`src/rtl/vc_buffer_bank_pkg.sv`:
```
// Shared NoC definitions: default widths, width helpers, NI channel index and
// the flit type used by the router, the network interface and the VC buffers.
package vc_buffer_bank_pkg;

  localparam int FLIT_W_DEF = 8;
  localparam int NUM_VC_DEF = 3;

  // The highest-numbered VC is reserved for the local network interface.
  localparam int NI_VC = NUM_VC_DEF - 1;

  typedef logic [FLIT_W_DEF-1:0] flit_t;

  // Width of a VC id; never narrower than one bit.
  function automatic int vc_w(input int n);
    return (n > 1) ? $clog2(n) : 1;
  endfunction

  // Width of a FIFO pointer; never narrower than one bit.
  function automatic int ptr_w(input int d);
    return (d > 1) ? $clog2(d) : 1;
  endfunction

endpackage

```
`src/rtl/vc_buffer_bank_fifo.sv`:
```
// Single-VC circular FIFO with first-word fall-through head.
// The parent only asserts push_i when there is room (or a same-cycle pop)
// and only asserts pop_i when the FIFO holds at least one flit.
module vc_buffer_bank_fifo
  import vc_buffer_bank_pkg::*;
#(
  parameter int FLIT_W = FLIT_W_DEF,
  parameter int DEPTH  = 4,
  localparam int PTR_W = ptr_w(DEPTH),
  localparam int CNT_W = $clog2(DEPTH + 1)
) (
  input  logic              clk,
  input  logic              rst,
  input  logic              push_i,
  input  logic              pop_i,
  input  logic [FLIT_W-1:0] din_i,
  output logic [FLIT_W-1:0] head_o,
  output logic [CNT_W-1:0]  count_o,
  output logic              full_o,
  output logic              nempty_o
);

  localparam logic [CNT_W-1:0] FULL_CNT = CNT_W'(DEPTH);

  logic [FLIT_W-1:0] mem_q [DEPTH];
  logic [PTR_W-1:0]  head_q, head_d;
  logic [PTR_W-1:0]  tail_q, tail_d;
  logic [CNT_W-1:0]  count_q, count_d;

  // Pointer and occupancy next state; DEPTH is a power of two so pointers wrap naturally.
  always_comb begin
    head_d  = head_q + PTR_W'(pop_i);
    tail_d  = tail_q + PTR_W'(push_i);
    count_d = count_q + CNT_W'(push_i) - CNT_W'(pop_i);
  end

  // Control state register; cleared asynchronously, contents are not.
  always_ff @(posedge clk or posedge rst) begin
    if (rst) begin
      head_q  <= '0;
      tail_q  <= '0;
      count_q <= '0;
    end else begin
      head_q  <= head_d;
      tail_q  <= tail_d;
      count_q <= count_d;
    end
  end

  // Storage write at the tail; left unreset so it maps onto plain RAM/flops.
  always_ff @(posedge clk) begin
    if (push_i) begin
      mem_q[tail_q] <= din_i;
    end
  end

  assign head_o   = mem_q[head_q];
  assign count_o  = count_q;
  assign full_o   = (count_q == FULL_CNT);
  assign nempty_o = (count_q != '0);

endmodule

```
`src/rtl/vc_buffer_bank.sv`:
```
// Per-input-port virtual-channel buffer bank.
// Handshake: a write is accepted on a clk edge when wr_en=1, wr_vc names a real
// VC and that VC has room (or is read in the same cycle); a read is accepted when
// rd_en=1, rd_vc names a real VC and that VC is non-empty. There is no backpressure
// signal: upstream tracks space with credits, one credit returned per accepted read.
module vc_buffer_bank
  import vc_buffer_bank_pkg::*;
#(
  parameter int FLIT_W = FLIT_W_DEF,
  parameter int NUM_VC = NUM_VC_DEF,
  parameter int DEPTH  = 4,
  localparam int VC_W  = vc_w(NUM_VC),
  localparam int CNT_W = $clog2(DEPTH + 1)
) (
  input  logic                    clk,
  input  logic                    rst,
  input  logic                    wr_en,
  input  logic [VC_W-1:0]         wr_vc,
  input  logic [FLIT_W-1:0]       wr_flit,
  input  logic                    rd_en,
  input  logic [VC_W-1:0]         rd_vc,
  output logic [FLIT_W-1:0]       rd_flit,
  output logic [NUM_VC-1:0]       vc_nempty,
  output logic [NUM_VC-1:0]       vc_full,
  output logic [NUM_VC*CNT_W-1:0] vc_count,
  output logic [NUM_VC-1:0]       credit_ret,
  output logic                    err_ovf,
  output logic                    err_udf
);

  // One extra bit so NUM_VC == 2**VC_W still compares correctly.
  localparam logic [VC_W:0] VC_LIMIT = (VC_W + 1)'(NUM_VC);

  logic              wr_in_range, rd_in_range;
  logic [NUM_VC-1:0] wr_acc, rd_acc;
  logic [NUM_VC-1:0] fifo_full, fifo_nempty;
  logic [FLIT_W-1:0] head [NUM_VC];
  logic [CNT_W-1:0]  cnt  [NUM_VC];

  logic [NUM_VC-1:0] credit_q, credit_d;
  logic              err_ovf_q, err_ovf_d;
  logic              err_udf_q, err_udf_d;

  assign wr_in_range = ({1'b0, wr_vc} < VC_LIMIT);
  assign rd_in_range = ({1'b0, rd_vc} < VC_LIMIT);

  // Decode requests into per-VC accepts; a full VC may take a write only if it is read in the same cycle.
  always_comb begin
    rd_acc = '0;
    wr_acc = '0;
    for (int v = 0; v < NUM_VC; v++) begin
      if (rd_en && rd_in_range && (rd_vc == VC_W'(v)) && fifo_nempty[v]) begin
        rd_acc[v] = 1'b1;
      end
      if (wr_en && wr_in_range && (wr_vc == VC_W'(v)) && (!fifo_full[v] || rd_acc[v])) begin
        wr_acc[v] = 1'b1;
      end
    end
  end

  // Head-flit mux: zero for an empty or nonexistent VC, never a stale entry.
  always_comb begin
    rd_flit = '0;
    for (int v = 0; v < NUM_VC; v++) begin
      if (rd_in_range && (rd_vc == VC_W'(v)) && fifo_nempty[v]) begin
        rd_flit = head[v];
      end
    end
  end

  // Credit and sticky error next state; a request that no VC accepted is a drop.
  always_comb begin
    credit_d  = rd_acc;
    err_ovf_d = err_ovf_q | (wr_en && (wr_acc == '0));
    err_udf_d = err_udf_q | (rd_en && (rd_acc == '0));
  end

  // Credit pulse and error flag registers; reset kills any in-flight credit.
  always_ff @(posedge clk or posedge rst) begin
    if (rst) begin
      credit_q  <= '0;
      err_ovf_q <= 1'b0;
      err_udf_q <= 1'b0;
    end else begin
      credit_q  <= credit_d;
      err_ovf_q <= err_ovf_d;
      err_udf_q <= err_udf_d;
    end
  end

  for (genvar v = 0; v < NUM_VC; v++) begin : g_vc
    vc_buffer_bank_fifo #(
      .FLIT_W (FLIT_W),
      .DEPTH  (DEPTH)
    ) u_fifo (
      .clk      (clk),
      .rst      (rst),
      .push_i   (wr_acc[v]),
      .pop_i    (rd_acc[v]),
      .din_i    (wr_flit),
      .head_o   (head[v]),
      .count_o  (cnt[v]),
      .full_o   (fifo_full[v]),
      .nempty_o (fifo_nempty[v])
    );
    assign vc_count[v*CNT_W +: CNT_W] = cnt[v];
  end

  assign vc_nempty  = fifo_nempty;
  assign vc_full    = fifo_full;
  assign credit_ret = credit_q;
  assign err_ovf    = err_ovf_q;
  assign err_udf    = err_udf_q;

endmodule
```
`config.mk`:
```
export PLATFORM = sky130hd
export DESIGN_NAME = vc_buffer_bank
export DESIGN_NICKNAME = d
export VERILOG_FILES = /design/src/rtl/vc_buffer_bank_pkg.sv /design/src/rtl/vc_buffer_bank_fifo.sv /design/src/rtl/vc_buffer_bank.sv
export SDC_FILE = /design/constraint.sdc
export NUM_CORES = 1
export LEC_CHECK = 0
export ABC_CLOCK_PERIOD_IN_PS = 4780
export BUFFER_PORTS_ARGS = -buffer_cell sky130_fd_sc_hd__buf_2
export CAP_MARGIN = 20
export CORE_ASPECT_RATIO = 0.7
export CORE_MARGIN = 8
export CORE_UTILIZATION = 63
export CTS_CLUSTER_DIAMETER = 40
export DETAILED_ROUTE_END_ITERATION = 8
export PLACE_DENSITY = 0.84
export SYNTH_ARGS = -nofsm -noshare
export SYNTH_HDL_FRONTEND = slang
export SYNTH_SLANG_ARGS = --single-unit
```
`constraint.sdc`:
```
create_clock -name clk -period 4.78 [get_ports clk]
set_input_delay 0.478 -clock clk [delete_from_list [all_inputs] [get_ports clk]]
set_output_delay 0.478 -clock clk [all_outputs]
set_load 0.005 [all_outputs]
```
* Word-level counts from Yosys, hierarchy flattened
Memory sizes are Yosys's and may differ from the RTL's. Index checks and enable logic that the tools add are counted.
Word-level totals: logic and storage cells 88, output and inout port bits 28, memories 3, register bits 26, bits in writable memories 96, bits of input ports 16
Operators by class: equality and inequality tests 7, multiplexer cells 15, order comparisons 2, $add $sub $neg 12, bitwise logic cells 2, reductions and logical operators 35
Memories:
- g_vc[0].u_fifo.mem_q | depth 4, bits a word 8, read ports 1, clocked after Yosys merged registers in 0, write ports 1, RTL line vc_buffer_bank_fifo.sv:25 | logic [FLIT_W-1:0] mem_q [DEPTH];
- g_vc[1].u_fifo.mem_q | depth 4, bits a word 8, read ports 1, clocked after Yosys merged registers in 0, write ports 1, RTL line vc_buffer_bank_fifo.sv:25
- g_vc[2].u_fifo.mem_q | depth 4, bits a word 8, read ports 1, clocked after Yosys merged registers in 0, write ports 1, RTL line vc_buffer_bank_fifo.sv:25
Operators by type and width (number):
- 8-bit 2-to-1 mux | 3
- 1-bit logical AND | 22
- 2-bit by 1-bit adder with 2-bit output | 6
- 1-bit 2-to-1 mux | 12
- 3-bit by 1-bit adder with 3-bit output | 3
- 3-bit equality test (second input constant) | 3
- 3-bit nonzero test | 3
- 3-bit by 1-bit subtractor with 3-bit output | 3
- 3-bit logical NOT | 2
- 2-bit by 1-bit equality test with 1-bit output (second input constant) | 2
- 2-bit equality test (second input constant) | 2
- 2-bit logical NOT | 2
- 2-bit less-than comparator (second input constant) | 2
- 1-bit logical NOT | 3
- 1-bit logical OR | 3
- 1-bit bitwise OR | 2

* Depth between registers and ports, before layout
Gate-level depths: netlist (run 1).
depth after elaboration 11, mapped depth 10, mapped depth without buffers 9

* Hierarchy
A second synthesis (run 1) with hierarchy kept.
Unflattened totals: cells, all modules 255, area total of the unflattened synthesis 4953.5 um^2
By module, submodules not included:
- vc_buffer_bank_fifo | sequential area each 1136.1 um^2, times used 3, area an instance 1506.4 um^2, cells each 68
- vc_buffer_bank | sequential area each 125.1 um^2, times used 1, area an instance 434.2 um^2, cells each 51

* Least setup slack after synthesis (run 1)
Ideal clock, no wire load.
kind register to register, start register g_vc[2].u_fifo.count_q[1], end register g_vc[2].u_fifo.count_q[2], required time 4.657 ns, arrival time 2.360 ns, setup time 0.123 ns, setup slack 2.297 ns, cell stages (with the launch flop) 11, period minus slack after synthesis 2.483 ns, buffers on the path 1, path through dfrtp_1 > or3_1 > and3b_1 > buf_4 > and2_1 > ha_1 > inv_1 > ha_1 > fa_1 > xnor2_1 > xnor2_1
On the way: cells in the longest elaborated chain, start to end 8, elaborated cells between the ends (all ways) 10, classes of those cells 2 x add/sub; 1 x eq/ne; 2 x mux; 5 x reduce/logical
RTL lines:
- start, declared | RTL line vc_buffer_bank_fifo.sv:28 | logic [CNT_W-1:0] count_q, count_d;
- start signal, assigned | RTL line vc_buffer_bank_fifo.sv:46 | count_q <= count_d;
- 3-bit nonzero test (*) | RTL line vc_buffer_bank_fifo.sv:60 | assign nempty_o = (count_q != '0);
- net g_vc[2].u_fifo.nempty_o | RTL line vc_buffer_bank_fifo.sv:20 | output logic nempty_o
- 1-bit logical AND (*) | RTL line vc_buffer_bank.sv:52 | if (rd_en && rd_in_range && (rd_vc == VC_W'(v)) && fifo_nempty[v]) begin
- 1-bit 2-to-1 mux (*) | RTL line vc_buffer_bank.sv:52
- net g_vc[2].u_fifo.pop_i | RTL line vc_buffer_bank_fifo.sv:15 | input logic pop_i,
- 1-bit logical OR | RTL line vc_buffer_bank.sv:55 | if (wr_en && wr_in_range && (wr_vc == VC_W'(v)) && (!fifo_full[v] || rd_acc[v])) begin
- 1-bit logical AND | RTL line vc_buffer_bank.sv:55
- 1-bit 2-to-1 mux | RTL line vc_buffer_bank.sv:55
- 3-bit by 1-bit adder with 3-bit output | RTL line vc_buffer_bank_fifo.sv:34 | count_d = count_q + CNT_W'(push_i) - CNT_W'(pop_i);
- 3-bit by 1-bit subtractor with 3-bit output (*) | RTL line vc_buffer_bank_fifo.sv:34
- net g_vc[2].u_fifo.count_d[2] | RTL line vc_buffer_bank_fifo.sv:28
Mark *: on every way through the listed nets, which the timed path passes. The rest lies on a longest branch.

* Worst setup path after layout (run 1)
start register g_vc[0].u_fifo.head_q[0], end output rd_flit[4]
On the way: cells in the longest elaborated chain, start to end 4
RTL lines:
- start, declared | RTL line vc_buffer_bank_fifo.sv:26 | logic [PTR_W-1:0] head_q, head_d;
- start signal, assigned | RTL line vc_buffer_bank_fifo.sv:40 | head_q <= '0;
- start signal, assigned | RTL line vc_buffer_bank_fifo.sv:44 | head_q <= head_d;
- memory read 4 x 8 bit
- 8-bit 2-to-1 mux (3 in series) | RTL line vc_buffer_bank.sv:65 | if (rd_in_range && (rd_vc == VC_W'(v)) && fifo_nempty[v]) begin
- end, declared | RTL line vc_buffer_bank.sv:22 | output logic [FLIT_W-1:0] rd_flit,
Every way passes these cells.

==> flow_summary.toml, run 1 <==
[status]
outcome = "finished clean"

[global_routing]
grtUsageTotal_pct = 18.6
grt_pass1_vias = 2663
grt_pass1_wl_um = 14900
grt-ovfl-total = 0
antenna_found_initial = 0
grt_start_max_net_pins = 27

[timing]
drv_slew = 0
finalSetupTns_ns = 0
timing.fmax_mhz = 353
rsz0062_at_grt = "false"
min_period_ns = 2.84
hold_viol = 0
fin_skew_ns = 0.00684
hold_ws_ns = 0.270
worst_pin_slew_ns = 0.809
finalSetupViolations = 0
finalCritPeriodShare_pct = 59.3
max-slew-margin-rel_pct = 45.9

[route]
dr.pass1.iters = 4
first_iter_violations = 260
drc_errors = 0
vias = 2532
vias_per_cell = 5.85
post_drt_wl_per_cell_um = 21.7
wl_um = 9390
ant_nets = 0

[logic_synthesis]
netlist_instances = 259
synth_most_common_cell = "edfxtp_1"
synth.area.top_cells = "edfxtp_1 (58%), dfrtp_1 (13%), mux4_2 (9.5%)"
ys_types = 33
async_flop_share_pct = 21.3
synth-seq-cells = 122
synth_seq_area_share_pct = 71.2
ys.flop_type = "edfxtp_1"
avgSynthCellArea_um2 = 19.2
yosysWarnings = 0
synth_common_cells = "edfxtp_1 (96), dfrtp_1 (26), mux4_2 (21)"
syn_area_um2 = 4960
synth_top_area_share_pct = 58.1
synth-edff-count = 96
yosysTopAreaCell = "edfxtp_1"
syn_nets = 288

[clock_network]
cts_buffers = 17
post_cts_buffers = 0
root_buffer = "clkbuf_8"
clkSlewWorstSetupHoldPaths_ns = 0.06
clock_path_buffers = 2
insertion_delay_ns = 0.51
numClockSinks = 122
tritoncts = "done"
htreeDepth = 4
postCtsResizedCells = 0

[critical_path]
cp.arrival_ns = 2.36
critPathLaunchType = "register"
crit_fanout = 9
reg2reg_slack_ns = 2.11
path_class = "register to output pin"
critPathCaptureType = "output pin"
critPathRequiredTime_ns = 4.30

[layout]
area_growth_pct = 18.7
fin_area_um2 = 5890
layout.nets = 348
ff_latch_area_um2 = 3530
fillerInstances = 415
multi_input_area_um2 = 1270
diodes = 0
layout-drive-gt1-share_pct = 32.5

[placement]
place_congestion = 0.817
place_area_um2 = 5260
dp_hpwl_um = 6470
place.port_buffers = 43

[run]
drv_cap = 0

[die]
die_w_um = 122
die-area_um2 = 11000
start_util_pct = 64.1
coreArea_um2 = 7740
ioPinCount = 44
die_h_um = 90.2
rows = 27

[pwr]
power_density_nw_per_um2 = 579
ir_worst_vdd_mv = 0.418
leakage_uw = 0.00228

[worst_hold_path]
hold_path.class = "input port to register"
## layout by cell type (no fill, tap or decap), drive strengths merged, types with 6 or more instances in the layout
master,instances
a221o,8
and3,11
buf,52
clkbuf,20
clkinv,7
dfrtp,26
edfxtp,96
ha,10
inv,18
mux4,24
nor3,9
nor3b,8
xnor2,6
xor2,6
## routing by layer
layer  vias up  GRT usage (%)  share of wire, %
met5         -              0                 0
met4         0           6.98              0.77
met3         8           6.18               7.5
met2        91           26.4                48
met1      1287           26.3                44
li1       1146              -                 -
## state kept, by name, summed over array words and instances (netlist names)
register             cells
g_vc.u_fifo.head_q       6
g_vc.u_fifo.mem_q       96
err_ovf                  1
credit_ret               3
g_vc.u_fifo.count_o      9
err_udf                  1
g_vc.u_fifo.tail_q       6
## cells by family after synthesis
| family | count (synthesis) | share of synthesized area (%) |
|---|---|---|
| compound gates | 14 | 2.90 |
| xor+xnor | 12 | 2.12 |
| mux | 25 | 11.3 |
| fa+ha+maj | 13 | 3.73 |
| simple gates | 42 | 5.45 |
| buf+inv | 31 | 3.23 |
| flops | 122 | 71.2 |
## critical path, cell delays in order (launching register included)
cell and delay (ns):
dfrtp_1 0.66, mux4_2 0.57, and3_1 0.20, a221o_1 0.28, buf_2 0.14
## layout make-up
cell class	instances	area share (%)
Inverter	17	1.08
Clock buffer	18	7.10
Sequential cell	122	60.0
Tap cell	101	2.15
Multi-Input combinational cell	106	21.5
Clock inverter	14	2.61
Timing Repair Buffer	55	5.52
## power breakdown
part | internal, uW | switching, uW
registers | 1290 | 206
clock network | 785 | 438
logic | 395 | 294
total | 2470 | 939
## through the flow
| step | cells | power (uW) | setup slack, ns | utilization, % |
|---|---|---|---|---|
| final | 433 | 3410 | 1.94 | 76.1 |
| after global routing | 433 | 3570 | 1.80 | 76.1 |
| after CTS | 429 | 3450 | 1.88 | 75.4 |
| after detailed placement | 397 | 2210 | 2.10 | 68.0 |
| after global placement | 395 | 2170 | 2.24 | 67.9 |
| after floorplan | 259 | 1980 | 2.30 | - |
## final timing paths
check                                          startpoint                   endpoint  cells after the start
worst max-delay path             g_vc[0].u_fifo.head_q[0]                 rd_flit[4]                      4
min in group asynchronous                             rst   g_vc[1].u_fifo.tail_q[1]                      3
worst min-delay path                                wr_en                    err_ovf                      2
worst min register to register                    err_udf                    err_udf                      2
worst max register to register  g_vc[2].u_fifo.count_o[2]  g_vc[2].u_fifo.count_o[2]                      9
max in group asynchronous                             rst   g_vc[2].u_fifo.tail_q[0]                      4
## timing repair
item                                    in CTS  in global routing
hold endpoints to repair                     0                  4
endpoints found under the setup margin       0                  0
hold buffers                                 0                  1
(Power assumes the default switching activity.)
==> run 2, diff against run 1 <==
--- a/config.mk
+++ b/config.mk
@@ -5,15 +5,15 @@
 export SDC_FILE = /design/constraint.sdc
 export NUM_CORES = 1
 export LEC_CHECK = 0
-export ABC_CLOCK_PERIOD_IN_PS = 4780
+export ABC_CLOCK_PERIOD_IN_PS = 2600
 export BUFFER_PORTS_ARGS = -buffer_cell sky130_fd_sc_hd__buf_2
 export CAP_MARGIN = 20
 export CORE_ASPECT_RATIO = 0.7
 export CORE_MARGIN = 8
-export CORE_UTILIZATION = 63
+export CORE_UTILIZATION = 53
 export CTS_CLUSTER_DIAMETER = 40
 export DETAILED_ROUTE_END_ITERATION = 8
-export PLACE_DENSITY = 0.84
+export PLACE_DENSITY = 0.75
 export SYNTH_ARGS = -nofsm -noshare
 export SYNTH_HDL_FRONTEND = slang
 export SYNTH_SLANG_ARGS = --single-unit
==> constraint.sdc (replaced) <==
create_clock -name clk -period 2.6 [get_ports clk]
set_input_delay 0.26 -clock clk [delete_from_list [all_inputs] [get_ports clk]]
set_output_delay 0.26 -clock clk [all_outputs]
set_load 0.005 [all_outputs]
==> flow_summary.toml, run 2 (synthesis results as in run 1) <==
[layout]
largest-register = "g_vc.u_fifo.mem_q"
largest_register_ffs = 96
area_growth_pct = 19.5
fillerInstances = 636
layout.nets = 353
diodes = 0
multi_input_area_um2 = 1270
layout-drive-gt1-share_pct = 32.3
final_cell_mix = "edfxtp_1 (96), buf_2 (43), dfrtp_1 (26)"
final_cells = 461
ff_latch_area_um2 = 3530
layout_commonest_cell = "edfxtp_1"
fin_area_um2 = 5930

[critical_path]
cp_cell_sequence = "mux4_2 > and3_1 > a221o_1 > buf_2"
cp.arrival_ns = 2.26
worstReg2RegStart = "g_vc[2].u_fifo.count_o[1]"
path_delay_family = "flip-flops"
cp_num_buf_inv = 1
setup.worst_path.start = "g_vc[1].u_fifo.head_q[0]"
critPathCaptureType = "output pin"
crit_fanout = 9
slowest_stage = "dfrtp_1"
crit_path_max_incr_delay_ns = 0.67
critPathLaunchType = "register"
path_class = "register to output pin"
critPathRequiredTime_ns = 2.34

[route]
drc_errors = 0
first_iter_violations = 220
wl_um = 9410
dr.pass1.iters = 4
vias = 2535
post_drt_wl_per_cell_um = 20.4
vias_per_cell = 5.50
ant_nets = 0

[placement]
dp_cells = 427
place_congestion = 0.844
dp_hpwl_um = 6510
place_area_um2 = 5350
place.port_buffers = 43

[global_routing]
grtUsageTotal_pct = 15.5
antenna_found_initial = 0
grt_pass1_vias = 2640
grt-ovfl-total = 0
grt_pass1_wl_um = 14800
grt_start_max_net_pins = 27

[clock_network]
post_cts_buffers = 0
tritoncts = "done"
clock_path_buffers = 2
insertion_delay_ns = 0.40
root_buffer = "clkbuf_16"
numClockSinks = 122
clkSlewWorstSetupHoldPaths_ns = 0.05
htreeDepth = 4
cts_buffers = 17

[die]
start_util_pct = 54.7
rows = 29
die_h_um = 96.9
die-area_um2 = 12800
ioPinCount = 44
die_w_um = 132
coreArea_um2 = 9070

[timing]
worst_pin_slew_ns = 0.537
max-slew-margin-rel_pct = 64.2
min_period_ns = 2.52
hold_viol = 0
fin_skew_ns = 0.00473
timing.fmax_mhz = 398
finalCritPeriodShare_pct = 96.7
rsz0062_at_grt = "false"
drv_slew = 0
finalSetupViolations = 0
finalSetupTns_ns = 0

[pwr]
finalPower_uw = 6180
ir_worst_vdd_mv = 0.614
power_density_nw_per_um2 = 1040
leakage_uw = 0.00230

[run]
drv_cap = 0

[status]
outcome = "finished clean"

[worst_hold_path]
hold_path.class = "input port to register"
hp-start = "wr_en"
[run 2: cell count changes in the layout (fill, tap and decap cells not counted)]
cell,delta
clkinv_2,+1
bufinv_16,-1
clkinvlp_4,-3
clkbuf_4,-2
clkbuf_1,+1
buf_4,+8
clkbuf_16,+1
clkbuf_8,-1
clkinv_1,+3
buf_2,-1
inv_6,-1
[run 2: worst register-to-register path, stage by stage (launching register included)]
cell	delay, ns
dfrtp_1	0.41
or3_1	0.42
and3b_1	0.19
and2_1	0.18
ha_1	0.29
inv_1	0.04
ha_1	0.18
fa_1	0.38
xnor2_1	0.14
xnor2_1	0.13
[run 2: final timing paths]
path | end | slack (ns) | cells after the start
max in group asynchronous | g_vc[2].u_fifo.head_q[1] | 1.90 | 4
max reg2reg | g_vc[2].u_fifo.count_o[2] | 0.12 | 9
min reg2reg | err_ovf | 0.48 | 1
max | rd_flit[6] | 0.08 | 4
min in group asynchronous | g_vc[1].u_fifo.tail_q[0] | 0.31 | 3
min | err_ovf | 0.16 | 2
[run 2: layer usage]
layer	vias up	part of all wire (%)	global-route usage [%]
li1	1158	-	-
met3	4	6.3	5.11
met1	1313	46	21.1
met5	-	0	0
met4	0	0.51	5.54
met2	60	48	22.8
[run 2: repair_timing]
| item | 4_1_cts | 5_1_grt |
|---|---|---|
| gates resized for setup | 0 | 0 |
| hold buffers | 0 | 1 |
| hold endpoints to repair | 0 | 3 |
[run 2: cell type report]
cell class | instances | share of cell area, %
Multi-Input combinational cell | 106 | 21.4
Clock inverter | 13 | 1.84
Sequential cell | 122 | 59.6
Inverter | 17 | 1.08
Timing Repair Buffer | 60 | 6.16
Tap cell | 124 | 2.62
Clock buffer | 19 | 7.30
[run 2: power by group]
part | internal (uW) | switching (uW) | total [uW]
sequential | 2380 | 318 | 2700
combinational | 752 | 594 | 1350
clock | 1380 | 760 | 2140
total | 4510 | 1670 | 6180
[run 2: stage by stage]
stage	hold WS, ns	util (%)	worst slack, ns
final	0.158	65.3	0.0847
after global routing	0.161	65.3	0.00471
after CTS	0.101	64.9	0.0382
after detailed placement	0.456	59.0	0.119
after global placement	0.454	59.0	0.220
after floorplan	0.300	-	0.117
